--- src/rtl/systolic_pkg.sv ---
// Shared constants and the feeder state type for the 2x2 weight-stationary array.
package systolic_pkg;
   localparam int ARRAY_DIM  = 2;
   localparam int FEED_BEATS = 2*ARRAY_DIM-1;

   typedef enum logic [2:0] {IDLE, LOAD, FEED, DRAIN, DONE} feeder_state_t;
endpackage

--- src/rtl/systolic_input_feeder.sv ---
// Accepts one 2x2 activation tile (plus optional weights) and streams it into the
// array's two lanes with one-cycle diagonal skew, then waits out the drain.
module systolic_input_feeder
   import systolic_pkg::*;
#(
   parameter int DATA_WIDTH   = 16,
   parameter int DRAIN_CYCLES = 3
) (
   input  logic                  clk,
   input  logic                  reset,
   input  logic                  tile_valid,
   output logic                  tile_ready,
   input  logic                  tile_load_w,
   input  logic [DATA_WIDTH-1:0] x11,
   input  logic [DATA_WIDTH-1:0] x12,
   input  logic [DATA_WIDTH-1:0] x21,
   input  logic [DATA_WIDTH-1:0] x22,
   input  logic [DATA_WIDTH-1:0] w11,
   input  logic [DATA_WIDTH-1:0] w12,
   input  logic [DATA_WIDTH-1:0] w21,
   input  logic [DATA_WIDTH-1:0] w22,
   output logic [DATA_WIDTH-1:0] w11_o,
   output logic [DATA_WIDTH-1:0] w12_o,
   output logic [DATA_WIDTH-1:0] w21_o,
   output logic [DATA_WIDTH-1:0] w22_o,
   output logic                  load_weights,
   output logic                  start,
   output logic [DATA_WIDTH-1:0] lane0,
   output logic [DATA_WIDTH-1:0] lane1,
   output logic                  lane0_v,
   output logic                  lane1_v,
   output logic                  busy,
   output logic                  done
);

   localparam logic [3:0] FEED_LAST  = 4'(FEED_BEATS-1);
   localparam logic [3:0] DRAIN_LAST = 4'(DRAIN_CYCLES-1);

   feeder_state_t         state;
   logic [3:0]            cnt;
   logic [DATA_WIDTH-1:0] x11_q, x12_q, x21_q, x22_q;
   logic                  accept;

   // Ready is masked by reset so nothing is offered while reset is held.
   assign tile_ready = (state == IDLE) && !reset;
   assign busy       = (state != IDLE);
   assign accept     = tile_valid && tile_ready;

   // Outputs are registered from the next state, so each edge sets up the
   // values seen during the cycle spent in the state it enters.
   always_ff @(posedge clk) begin
      if (reset) begin
         state        <= IDLE;
         cnt          <= '0;
         x11_q        <= '0;
         x12_q        <= '0;
         x21_q        <= '0;
         x22_q        <= '0;
         w11_o        <= '0;
         w12_o        <= '0;
         w21_o        <= '0;
         w22_o        <= '0;
         load_weights <= 1'b0;
         start        <= 1'b0;
         lane0        <= '0;
         lane1        <= '0;
         lane0_v      <= 1'b0;
         lane1_v      <= 1'b0;
         done         <= 1'b0;
      end else begin
         load_weights <= 1'b0;
         start        <= 1'b0;
         lane0        <= '0;
         lane1        <= '0;
         lane0_v      <= 1'b0;
         lane1_v      <= 1'b0;
         done         <= 1'b0;
         case (state)
            IDLE: begin
               if (accept) begin
                  x11_q <= x11;
                  x12_q <= x12;
                  x21_q <= x21;
                  x22_q <= x22;
                  cnt   <= '0;
                  if (tile_load_w) begin
                     state        <= LOAD;
                     load_weights <= 1'b1;
                     w11_o        <= w11;
                     w12_o        <= w12;
                     w21_o        <= w21;
                     w22_o        <= w22;
                  end else begin
                     state   <= FEED;
                     start   <= 1'b1;
                     lane0   <= x11;
                     lane0_v <= 1'b1;
                  end
               end
            end
            LOAD: begin
               state   <= FEED;
               cnt     <= '0;
               start   <= 1'b1;
               lane0   <= x11_q;
               lane0_v <= 1'b1;
            end
            FEED: begin
               if (cnt == FEED_LAST) begin
                  state <= DRAIN;
                  cnt   <= '0;
               end else begin
                  cnt <= cnt + 4'd1;
                  // cnt is the beat being left; set up the next skewed beat.
                  if (cnt == 4'd0) begin
                     lane0   <= x21_q;
                     lane0_v <= 1'b1;
                     lane1   <= x12_q;
                     lane1_v <= 1'b1;
                  end else begin
                     lane1   <= x22_q;
                     lane1_v <= 1'b1;
                  end
               end
            end
            DRAIN: begin
               if (cnt == DRAIN_LAST) begin
                  state <= DONE;
                  cnt   <= '0;
                  done  <= 1'b1;
               end else begin
                  cnt <= cnt + 4'd1;
               end
            end
            DONE: begin
               state <= IDLE;
               cnt   <= '0;
            end
            default: begin
               state <= IDLE;
               cnt   <= '0;
            end
         endcase
      end
   end

endmodule

--- config.mk ---
export PLATFORM = sky130hd
export DESIGN_NAME = systolic_input_feeder
export DESIGN_NICKNAME = d
export VERILOG_FILES = /design/src/rtl/systolic_pkg.sv /design/src/rtl/systolic_input_feeder.sv
export SDC_FILE = /design/constraint.sdc
export NUM_CORES = 1
export LEC_CHECK = 0
export ABC_AREA = 1
export ABC_CLOCK_PERIOD_IN_PS = 1600
export CAP_MARGIN = 30
export CORE_MARGIN = 2
export CORE_UTILIZATION = 41
export DETAILED_ROUTE_END_ITERATION = 16
export GPL_ROUTABILITY_DRIVEN = 0
export PLACE_DENSITY_LB_ADDON = 0.08
export SYNTH_ARGS = -nofsm -noshare
export SYNTH_HDL_FRONTEND = slang
export SYNTH_SLANG_ARGS = --single-unit
--- constraint.sdc ---
create_clock -name clk -period 1.6 [get_ports clk]
set_input_delay 0.16 -clock clk [delete_from_list [all_inputs] [get_ports clk]]
set_output_delay 0.16 -clock clk [all_outputs]
set_load 0.02 [all_outputs]
==> results.txt <==
----------------------------------------------------
[Outcome]
  Outcome ... finished, final reports clean

[CTS]
  Hold-fix buffers, CTS ... 0
  Clock tree from TritonCTS ... yes
  Clock transition at the registers of the reported paths ... roughly 0.060 ns
  Source-to-sink clock delay at the later pin of the worst-skew pair ... 0.42 ns
  Clock tree root driver cell ... clkbuf_16
  H-Tree Depth ... 4
  Cts bufs inserted ... 17
  Sinks on Clock Net ... around 170
  Maximum clock path buffer count ... 2

[Placed design]
  Placed insts ... between 1,000 and 1,500
  Post-place setup slack ... -0.0628 ns
  Final HPWL DP ... 12,800 um
  Number of port buffers ... 234

[Finish]
  Final cell count without fillers ... approximately 1,500
  Area overhead of the layout relative to synthesis ... 50.2%
  Final net count ... ~1,400
  Utilization of the core after routing ... a little over three fifths
  Filler Cell Count ... about 1,600
  Fraction of layout instances using a drive strength above 1 ... 6.98%

[Worst hold path]
  Capture endpoint of the worst hold path ... lane0[2]
  Depth of the worst hold-timing path ... 2
  Min-Delay Startpoint ... reset
  Worst hold path type ... in -> reg

[Synth]
  Top cell types by occurrence after synthesis ... nand2_1, nor2_1, dfxtp_1
  Net count of the mapped netlist ... 1,142
  Fraction of the yosys area taken by sequential cells ... between 40 and 50%
  Leading cell type by number of instances after synthesis ... nand2_1
  Ys flop type ... dfxtp_1
  Number of synthesized flops with an enable pin ... 0
  Mapped Cells ... approximately 1,000
  Fraction of registers with async set or reset after synthesis ... 0%
  Unique cell type count in the Yosys netlist ... 23
  Netlist area before placement ... between 6000 and 7000 um^2
  #FFs+latches synth ... approximately 170
  Count of yosys warnings during synthesis ... 0
  Leading post-synthesis cells by cell area ... dfxtp_1, nand2_1, nor2_1
  Share of the synthesized area in the top cell type ... between 40% and 50%
  Avg Cell Area, Syn ... 6.94 um^2
  Yosys top cell by area ... dfxtp_1

[Route]
  DR pass1 iterations ... 4
  Residual DRC ... 0
  Routed length per instance ... 13.7 um
  Remaining antenna violation count after routing ... 0
  First-iteration detailed-routing DRC count ... about 340
  Via-per-instance ratio ... around 4.7
  DRT Wirelength ... just over 20,000 um
  Via count ... a little under 7,000

[Floorplan]
  Initial Util ... between 40% and 50%
  Die height ... about 130 um
  Boundary pin count ... between 200 and 250
  Horiz. Die Dim ... approximately 130 um
  # rows ... 47
  Floorplan die area ... ~18,000 um^2
  Area of the placeable core ... between 15,000 and 20,000 um^2

[Timing]
  Slew at the pin with the worst max-slew slack ... between 0.3 and 0.4 ns
  Unrepaired setup endpoints after global routing ... yes
  Minimum setup slack in the final design ... between 0.05 and 0.06 ns
  Final worst-path cycle share ... between 90% and 100%
  Hold Fails Final Rpt ... 0
  Minimum clock period after layout ... about 1.5 ns
  Summed negative setup slack over all endpoints ... 0 ns
  Worst slew margin ... ~74%
  Worst hold slack across all endpoints ... between 0.09 and 0.1 ns
  Final setup violating endpoints ... 0
  Count of pins over their slew limit ... 0
  Maximum clock skew at final layout ... approximately 0.0073 ns
  Highest clock frequency the design can meet ... around 0.65 GHz

[Critical path]
  Worst path arrival time ... ~1.4 ns
  Critical path buffer and inverter count ... 1
  R2r endpoint ... w11_o[6]
  Setup CP Type ... reg -> out
  Setup crit start ... w22_o[5]
  Flop-to-flop setup slack ... 0.07 ns
  Max stage delay cell, worst path ... clkdlybuf4s50_1
  CP peak stage delay ... between 0.6 and 0.7 ns
  Required time reported for the critical path endpoint ... approximately 1.4 ns
  CP cell instances ... clkdlybuf4s50_1
  CP startpoint kind ... flop
  Largest fanout of any net on the critical path ... 2
  Crit path capture type ... primary output
  Family with the most delay on the worst path ... buffers and inverters
  Worst R2R Path Depth ... 8
  Start of the worst register-to-register path ... state[1]
  Logic depth of the worst setup path including buffers ... 1

[Pwr]
  Worst IR drop on VDD ... around 0.81 mV
  Proportion of power drawn by flip-flops and latches ... between 40% and 50%
  Net load switching power ... 0.00320 W
  Int Pwr ... between 0.008 and 0.009 W
  Switch share ... roughly 28%
  Fraction of power consumed by combinational cells ... a little over a fifth
  Power per cell area ... ~1100 nW/um^2
  Leakage power summed over all cells ... around 4.7 nW
  Clock network fraction of total power ... 36.3%

[Global route]
  Overall fraction of global-route tracks in use ... a little over a fifth
  Remaining Overflow, GRT ... 0
  Number of antenna violations at the first check in global routing ... 1
  Wire length of the first global-routing pass ... 31,100 um
  Maximum number of pins on one net before global-route repair ... between 70 and 80
  Via count of the first global-routing pass ... 6,308

[Run]
  Reported max-cap violation count ... 0

----------------------------------------------------
kinds of logic after synthesis:
family          count (synthesis)  synth area share [%]
flops                         172                  49.3
compound gates                 42                  3.04
fa+ha+maj                       3                 0.537
simple gates                  633                  37.5
buf+inv                       157                  9.70
registers in the layout, summed over array words and instances, names as in the netlist:
signal,count
lane1_v,1
w11_o,16
x12_q,16
load_weights,1
lane0_v,1
done,1
x22_q,16
w22_o,16
cnt,4
x21_q,16
lane0,16
lane1,16
x11_q,16
w12_o,16
state,3
start,1
w21_o,16
power groups by stage:
| stage | Clock, W | Sequential, W | Combinational, W |
|---|---|---|---|
| finish | 0.00420 | 0.00483 | 0.00253 |
| detailed placement | 0 | 0.00492 | 0.00237 |
| CTS | 0.00431 | 0.00482 | 0.00238 |
| global placement | 0 | 0.00491 | 0.00236 |
| global route | 0.00450 | 0.00487 | 0.00279 |
| floorplan | 0 | 0.00510 | 0.00110 |
area by class of cell:
cell class,count,area [um^2],share of cell area [%]
Tap cell,220,275,2.62
Antenna cell,1,2.50,0.0238
Clock inverter,10,140,1.34
Multi-Input combinational cell,678,2910,27.7
Timing Repair Buffer,272,2910,27.7
Sequential cell,172,3450,32.8
Clock buffer,22,464,4.42
Inverter,93,350,3.34
what timing repair did:
action,4_1_cts,5_1_grt
buffers inserted,0,5
setup endpoints to repair,3,80
gates cloned,0,8
pin swaps,0,6
gates resized for setup,5,26
metal layers:
layer | GRT usage [%] | share of wire, % | wire length (um) | up-vias
met5 | 0 | 0 | 0 | -
met4 | 7.95 | 1.8 | 357 | 0
met3 | 5.41 | 6.9 | 1390 | 22
met2 | 34.7 | 48 | 9580 | 207
met1 | 27.4 | 44 | 8810 | 3117
li1 | - | - | - | 3561
cells in the final DEF, fill, tap and decap left out, types with 4 or more instances in the layout:
cell               n
nand4_1           19
buf_12            12
inv_1             87
buf_4             15
clkdlybuf4s50_1  226
dfxtp_1          170
nor2_1           182
clkbuf_16         23
nand2_1          295
nand3_1          124
o21ai_0           15
a21oi_1           21
clkinv_1           4
nor2_4             4
through the flow:
stage	area (um^2)	power, W
2_1_floorplan	6990	0.00620
3_5_place_dp	9590	0.00729
4_1_cts	10200	0.0115
6_report	10500	0.0116
3_3_place_gp	9590	0.00727
5_1_grt	10500	0.0122
worst max path at each step:
stage | endpoint | slack [ns]
final | w22_o[5] | 0.05
after global routing | x11_q[8] | -0.04
after CTS | w12_o[3] | 0.01
after detailed placement | w22_o[9] | -0.06
after global placement | w22_o[8] | -0.04
after floorplan | lane1[10] | 0.03
(Power assumes the default switching activity.)
